===== src/rtl/booth_accumulator_if.sv =====
// Product-in / sum-out handshake bundle for booth_accumulator.
// The master side is the producer and consumer; the slave side is the accumulator.
interface booth_accumulator_if #(
  parameter int ACC_W = 12
);
  logic             clear;
  logic             in_valid;
  logic             in_ready;
  logic [7:0]       in_product;
  logic             out_valid;
  logic             out_ready;
  logic [ACC_W-1:0] out_sum;
  logic [7:0]       out_count;
  logic             overflow;

  modport master (
    output clear, in_valid, in_product, out_ready,
    input  in_ready, out_valid, out_sum, out_count, overflow
  );

  modport slave (
    input  clear, in_valid, in_product, out_ready,
    output in_ready, out_valid, out_sum, out_count, overflow
  );
endinterface


===== src/rtl/booth_accumulator.sv =====
// Sums NUM_TERMS signed 8-bit Booth products into an ACC_W-bit result and holds it until consumed.
// Optional macro BOOTH_ACC_SAT_EN: saturate on signed overflow instead of wrapping.
module booth_accumulator #(
  parameter int ACC_W     = 12,
  parameter int NUM_TERMS = 4
) (
  input  logic                clk,
  input  logic                reset,
  booth_accumulator_if.slave  bus
);

  typedef enum logic {ACCUM = 1'b0, HOLD = 1'b1} state_t;

  localparam logic [7:0]       LAST_CNT = 8'(NUM_TERMS);
  localparam logic [ACC_W-1:0] ACC_MAX  = {1'b0, {(ACC_W-1){1'b1}}};
  localparam logic [ACC_W-1:0] ACC_MIN  = {1'b1, {(ACC_W-1){1'b0}}};

  state_t           r_state, w_state_nxt;
  logic [ACC_W-1:0] r_acc, w_acc_nxt;
  logic [7:0]       r_count, w_count_nxt, w_count_inc;
  logic             r_ovf, w_ovf_nxt;
  logic             r_run;
  logic [ACC_W-1:0] w_prod_ext, w_sum;
  logic             w_add_ovf, w_in_ready, w_xfer;

  function automatic logic signed_add_ovf(input logic a_msb, input logic b_msb, input logic s_msb);
    return (a_msb == b_msb) && (s_msb != a_msb);
  endfunction

  assign w_prod_ext  = ACC_W'($signed(bus.in_product));
  assign w_sum       = r_acc + w_prod_ext;
  assign w_add_ovf   = signed_add_ovf(r_acc[ACC_W-1], w_prod_ext[ACC_W-1], w_sum[ACC_W-1]);
  assign w_count_inc = r_count + 8'd1;

  // r_run keeps in_ready low until the first edge after reset releases.
  assign w_in_ready = r_run && (r_state == ACCUM) && !bus.clear;
  assign w_xfer     = bus.in_valid && w_in_ready;

  assign bus.in_ready  = w_in_ready;
  assign bus.out_valid = (r_state == HOLD);
  assign bus.out_sum   = r_acc;
  assign bus.out_count = r_count;
  assign bus.overflow  = r_ovf;

  // Next-state and datapath update; clear overrides transfers and handshakes.
  always_comb begin
    w_state_nxt = r_state;
    w_acc_nxt   = r_acc;
    w_count_nxt = r_count;
    w_ovf_nxt   = r_ovf;
    if (bus.clear) begin
      w_state_nxt = ACCUM;
      w_acc_nxt   = '0;
      w_count_nxt = 8'd0;
      w_ovf_nxt   = 1'b0;
    end else begin
      case (r_state)
        ACCUM: begin
          if (w_xfer) begin
`ifdef BOOTH_ACC_SAT_EN
            if (w_add_ovf) begin
              w_acc_nxt = r_acc[ACC_W-1] ? ACC_MIN : ACC_MAX;
            end else begin
              w_acc_nxt = w_sum;
            end
`else
            w_acc_nxt = w_sum;
`endif
            w_count_nxt = w_count_inc;
            w_ovf_nxt   = r_ovf | w_add_ovf;
            if (w_count_inc == LAST_CNT) begin
              w_state_nxt = HOLD;
            end else begin
              w_state_nxt = ACCUM;
            end
          end else begin
            w_state_nxt = ACCUM;
          end
        end
        HOLD: begin
          if (bus.out_ready) begin
            w_state_nxt = ACCUM;
            w_acc_nxt   = '0;
            w_count_nxt = 8'd0;
            w_ovf_nxt   = 1'b0;
          end else begin
            w_state_nxt = HOLD;
          end
        end
        default: begin
          w_state_nxt = ACCUM;
          w_acc_nxt   = '0;
          w_count_nxt = 8'd0;
          w_ovf_nxt   = 1'b0;
        end
      endcase
    end
  end

  // State and datapath registers.
  always_ff @(posedge clk or posedge reset) begin
    if (reset) begin
      r_state <= ACCUM;
      r_acc   <= '0;
      r_count <= 8'd0;
      r_ovf   <= 1'b0;
      r_run   <= 1'b0;
    end else begin
      r_state <= w_state_nxt;
      r_acc   <= w_acc_nxt;
      r_count <= w_count_nxt;
      r_ovf   <= w_ovf_nxt;
      r_run   <= 1'b1;
    end
  end

endmodule


===== src/flat_wrapper.sv =====
// flat-port wrapper written by rule: the top's interface ports become plain ports
module booth_accumulator_flat 
#(
  parameter int ACC_W     = 12,
  parameter int NUM_TERMS = 4
)
  (clk, reset, bus_clear, bus_in_valid, bus_in_product, bus_out_ready, bus_in_ready, bus_out_valid, bus_out_sum, bus_out_count, bus_overflow);
  booth_accumulator_if #(.ACC_W(ACC_W)) bus_i ();
  input  logic clk;
  input  logic reset;
  input wire logic [$bits(bus_i.clear)-1:0] bus_clear;
  input wire logic [$bits(bus_i.in_valid)-1:0] bus_in_valid;
  input wire logic [$bits(bus_i.in_product)-1:0] bus_in_product;
  input wire logic [$bits(bus_i.out_ready)-1:0] bus_out_ready;
  output wire logic [$bits(bus_i.in_ready)-1:0] bus_in_ready;
  output wire logic [$bits(bus_i.out_valid)-1:0] bus_out_valid;
  output wire logic [$bits(bus_i.out_sum)-1:0] bus_out_sum;
  output wire logic [$bits(bus_i.out_count)-1:0] bus_out_count;
  output wire logic [$bits(bus_i.overflow)-1:0] bus_overflow;
  assign bus_i.clear = bus_clear;
  assign bus_i.in_valid = bus_in_valid;
  assign bus_i.in_product = bus_in_product;
  assign bus_i.out_ready = bus_out_ready;
  assign bus_in_ready = bus_i.in_ready;
  assign bus_out_valid = bus_i.out_valid;
  assign bus_out_sum = bus_i.out_sum;
  assign bus_out_count = bus_i.out_count;
  assign bus_overflow = bus_i.overflow;
  booth_accumulator #(.ACC_W(ACC_W), .NUM_TERMS(NUM_TERMS)) u_core (.clk(clk), .reset(reset), .bus(bus_i));
endmodule

===== config.mk =====
export PLATFORM = sky130hd
export DESIGN_NAME = booth_accumulator_flat
export DESIGN_NICKNAME = d
export VERILOG_FILES = /design/src/rtl/booth_accumulator_if.sv /design/src/rtl/booth_accumulator.sv /design/src/flat_wrapper.sv
export SDC_FILE = /design/constraint.sdc
export NUM_CORES = 1
export LEC_CHECK = 0
export ABC_CLOCK_PERIOD_IN_PS = 4490
export CAP_MARGIN = 0
export CORE_MARGIN = 1
export CORE_UTILIZATION = 54
export CTS_CLUSTER_DIAMETER = 150
export DETAILED_ROUTE_END_ITERATION = 8
export PLACE_DENSITY = 0.95
export SETUP_SLACK_MARGIN = 0.4
export SLEW_MARGIN = 20
export SYNTH_ARGS = -nofsm -noshare
export SYNTH_HDL_FRONTEND = slang
export SYNTH_SLANG_ARGS = --single-unit

===== constraint.sdc =====
create_clock -name clk -period 4.49 [get_ports clk]
set_input_delay 0.449 -clock clk [delete_from_list [all_inputs] [get_ports clk]]
set_output_delay 0.449 -clock clk [all_outputs]
set_load 0.02 [all_outputs]

* Yosys cells after proc, flatten, opt, wreduce, memory -nomap -nowiden
Index checks and enable logic that the tools add are counted.
Cells by class: muxes and demuxes 17, bitwise gates (word level) 2, $add $sub $neg 2, reductions and logical operators 6, eq/ne operators 5
Operators with widths (number):
- $mux W12 | 3
- $mux W8 | 3
- $pmux W12 S2 | 1
- $pmux W8 S2 | 1
- $add A12 B12 Y12 | 1
- $add A8 B1 Y8 const B | 1
- $eq A8 B3 Y1 const B | 1
- $mux W1 | 7
- $logic_and A1 B1 Y1 | 4
- $pmux W1 S2 | 2
- $ne A3 B2 Y1 const B | 1
- $ne A3 B3 Y1 const B | 1
- $reduce_and A2 Y1 | 1
- $eq A1 B1 Y1 | 1
- $logic_not A1 Y1 | 1
- $ne A1 B1 Y1 | 1
- $not A1 Y1 | 1
- $or A1 B1 Y1 | 1
Storage, ports and cells: flip-flop bits (word level) 23, word-level logic and storage cells 37, bits of input ports 13, output and inout bits 23

* Logic depth before layout (Yosys ltp)
word-level depth 7, depth in mapped cells 8, depth with buffers taken out 8

* Worst setup path before layout
OpenSTA, ideal clock, no wires.
kind reg-to-reg, start point reg u_core.r_acc[0], in the netlist u_core.bus.out_sum[0], end point reg u_core.r_acc[10], in the netlist u_core.bus.out_sum[10], buffers on the path 0, library setup time 0.129 ns, cell stages (with the launch flop) 9, period minus slack after synthesis 2.249 ns, required time 4.361 ns, data arrival time 2.120 ns, slack 2.241 ns, path through dfrtp_1 ha_1 fa_1 a21o_2 nand4_1 a21boi_0 a221oi_1 mux2i_1 o21ai_0
On the way: word-level cells in the longest chain between the ends 4
Ends and longest elaborated chain:
- start, declared | RTL line booth_accumulator.sv:19 | logic [ACC_W-1:0] r_acc, w_acc_nxt;
- start signal, assigned | RTL line booth_accumulator.sv:110 | r_acc <= w_acc_nxt;
- $add A12 B12 Y12 | RTL line booth_accumulator.sv:31 | assign w_sum = r_acc + w_prod_ext;
- $mux W12 | RTL line booth_accumulator.sv:59 | if (w_xfer) begin
- $pmux W12 S2 | RTL line booth_accumulator.sv:57 | case (r_state)
- $mux W12 | RTL line booth_accumulator.sv:51 | if (bus.clear) begin
Every way passes these cells. The select of a mux whose other input is x is not followed. A chain may end at the register's enable or synchronous reset.

* Worst setup path after layout
start point in bus_in_product[0], end point reg u_core.r_acc[10], in the netlist u_core.bus.out_sum[10]
On the way: word-level cells in the longest chain between the ends 4
Ends and longest elaborated chain:
- start, declared | RTL line flat_wrapper.sv:13 | input wire logic [$bits(bus_i.in_product)-1:0] bus_in_product;
- $add A12 B12 Y12 | RTL line booth_accumulator.sv:31
- $mux W12 | RTL line booth_accumulator.sv:59
- $pmux W12 S2 | RTL line booth_accumulator.sv:57
- $mux W12 | RTL line booth_accumulator.sv:51
Every way passes these cells. The select of a mux whose other input is x is not followed.

==> impl_results.md <==
* Total clock sinks at 23
* Yosys cell types at 46
* PortBufs at 35
* CP Class: in2reg
* Final #Nets at 239
* Number of placement rows at 19
* Layout Skew at 0.008724 ns
* Vias at 1455
* Hold-fix buffers at CTS at 0
* TritonRoute pass-1 iters at 4
* Kind of launch point of the worst setup path: input port
* First-pass GRT wire length at 5595 um
* Combinational fraction of design power at 30.5%
* Post-layout min period at 2.571 ns
* Synth Register Bits at 23
* Post-CTS setup buffer count at 0
* Syn Area/Cell at 8.914 um^2
* Final Max Slew Viols at 0
* Die height at 56.06 um
* Final Wtd Congestion at 0.8485
* Clock network latency to the later pin of the worst-skew pair at 0.32 ns
* Area grow syn2layout at 24.66%
* Synth area leader: dfrtp_1
* Routed WL per cell at 13.99 um
* Actual slew at the worst max-slew pin at 0.9362 ns
* TritonCTS clock tree: done
* Clock network fraction of design power at 21.1%
* Synth Cell Area at 0.001578 mm^2
* Final hold vios at 0
* Via density at 6.012
* Switch share at 32.53%
* DR DRC count at 0
* Initial cell density of the core at 57.21%
* Final setup fails at 0
* Setup TNS at 0 ns
* H-tree levels at 1
* HP Class: reg2reg
* Period utilisation layout at 57.27%
* DRT iter0 DRCs at 46
* PwrDens at 242.3 mW/mm^2
* Tot GR Track Use at 21.71%
* CP endpoint kind: flop
* Slew margin rel. at 37.44%
* Post-layout util at 71.32%
* CP arrival at 2.74 ns
* Sequential fraction of the synthesis area at 36.48%
* Count leader, synth: dfrtp_1
* Clock tree buffer depth at 2
* Async set-reset flop share out of synthesis at 100.0%
* Max cap viols at 0
* Die ar. at 0.003142 mm^2
* Int Power at 0.0003215 W
* Net Sw Power at 0.0001550 W
* CTS buffer count at 3
* CP required at 4.66 ns
* Top-level port count at 36
* Number of routed nets with antenna violations at 0
* Remaining global-route overflow at 0
* Largest net degree at the start of global routing at 34
* Synth Instances at 177
* Top cell type's share of synthesized area at 36.48%
* FMAX at 388.9 MHz
* Detail Placement HPWL at 2386 um
* Initial antenna violation count at 0
* Syn nets at 204
* Post-cts resize count at 0
* Synth warn at 0
* Reg power frac at 48.4%
* Share of cells above drive strength 1 at 3.791%
* Most instantiated cells after synthesis: dfrtp_1 (23), o21ai_0 (22), nand2_1 (19)
* Clock-pin slew on the worst setup and hold paths at 0.14 ns
* Clk root buf: clkbuf_4
* Largest cells by area after synthesis: dfrtp_1 (36%), ha_1 (10%), o21ai_0 (7.0%)
* Die Span X at 56.06 um
* Number of synthesized flops with an enable pin at 0
* CP Max Fanout at 3
* Leakage at 0.8430 nW
* Final WL at 3385 um
* RSZ-0062 raised after global routing: false
* Core ar. at 0.002758 mm^2
* VDD IR max at 0.0001923 V
* Ys flop type: dfrtp_1
* Inserted Diodes at 0
* Outcome: finished, final reports clean
* Vias in the first global route at 1325
==> layout by cell type (no fill, tap or decap), types with 4 or more instances in the layout <==
cell / count
a21oi_1: 6
and3_1: 4
clkdlybuf4s50_1: 35
dfrtp_1: 23
ha_1: 13
nand2_1: 19
nand3_1: 17
nor2_1: 10
o21ai_0: 22
o31ai_1: 5
xor2_1: 5
==> through the flow <==
stage	cells	hold WS [ns]	instance area (um^2)	power, W	setup slack [ns]
final	242	0.5125	1967	0.0004765	1.919
after global routing	242	0.5489	1967	0.0005023	1.806
after CTS	242	0.5232	1967	0.0004756	1.983
after detailed placement	238	0.4921	1941	0.0003790	1.664
after global placement	238	0.4798	1941	0.0003756	1.690
after floorplan	177	0.4509	1578	0.0003268	2.241
==> state kept, by name (all words and copies together), names as in the netlist <==
name / flops
u_core.bus.overflow: 1
u_core.bus.out_sum: 12
u_core.bus.out_count: 8
u_core.bus.out_valid: 1
u_core.r_run: 1
==> power by group through the flow <==
stage,sequential [W],clock [W],combinational [W]
finish,0.000231,0.000100,0.000145
global route,0.000232,0.000110,0.000160
CTS,0.000231,0.0000996,0.000145
detailed placement,0.000234,0,0.000145
global placement,0.000234,0,0.000141
floorplan,0.000246,0,0.0000808
==> final cells by class <==
cell class	count	area, um^2
multi-input cells	147	964.7
fillers	215	790.8
flip-flops and latches	23	575.6
repair buffers	36	357.8
well taps	31	38.79
clock buffers	4	26.28
inverters	1	3.754
==> final timing paths <==
| check | from | to | slack, ns | cells after the start |
|---|---|---|---|---|
| max | bus_in_product[0] | u_core.bus.out_sum[10]$_DFFE_PP0P_ | 1.92 | 9 |
| max reg2reg | u_core.bus.out_sum[0]$_DFFE_PP0P_ | u_core.bus.out_sum[10]$_DFFE_PP0P_ | 2.02 | 8 |
| min | u_core.bus.overflow$_DFFE_PP0P_ | u_core.bus.overflow$_DFFE_PP0P_ | 0.51 | 2 |
| min reg2reg | u_core.bus.overflow$_DFFE_PP0P_ | u_core.bus.overflow$_DFFE_PP0P_ | 0.51 | 2 |
| max in group asynchronous | reset | u_core.bus.out_count[4]$_DFFE_PP0P_ | 3.35 | 2 |
| min in group asynchronous | reset | u_core.bus.out_sum[4]$_DFFE_PP0P_ | 0.61 | 2 |
==> worst max-delay path, cell delays in order <==
cell             delay (ns)
clkdlybuf4s50_1        0.41
ha_1                   0.23
fa_1                   0.41
a21o_2                 0.21
nand4_1                0.12
a21boi_0               0.16
a221oi_1               0.43
mux2i_1                0.22
o21ai_0                0.09
==> per-layer routing <==
layer / track usage, % / wire length [um] / up-vias
li1: - / - / 729
met1: 30.26 / 1643 / 673
met2: 36.22 / 1553 / 51
met3: 2.558 / 180 / 2
met4: 5.226 / 8 / 0
met5: 0 / 0 / -
==> cells by family after synthesis <==
| group | after synthesis | share of synthesized area, % |
|---|---|---|
| adders and majority gates | 14 | 11.58 |
| muxes | 2 | 1.269 |
| and+or+nand+nor | 69 | 22.36 |
| xor gates and xnor gates | 7 | 3.886 |
| other | 1 | 0.2377 |
| DFF | 23 | 36.48 |
| buffers and inverters | 7 | 2.379 |
| AOI/OAI and AO/OA | 54 | 21.81 |
Note: power is estimated with default switching activity, not from simulation.
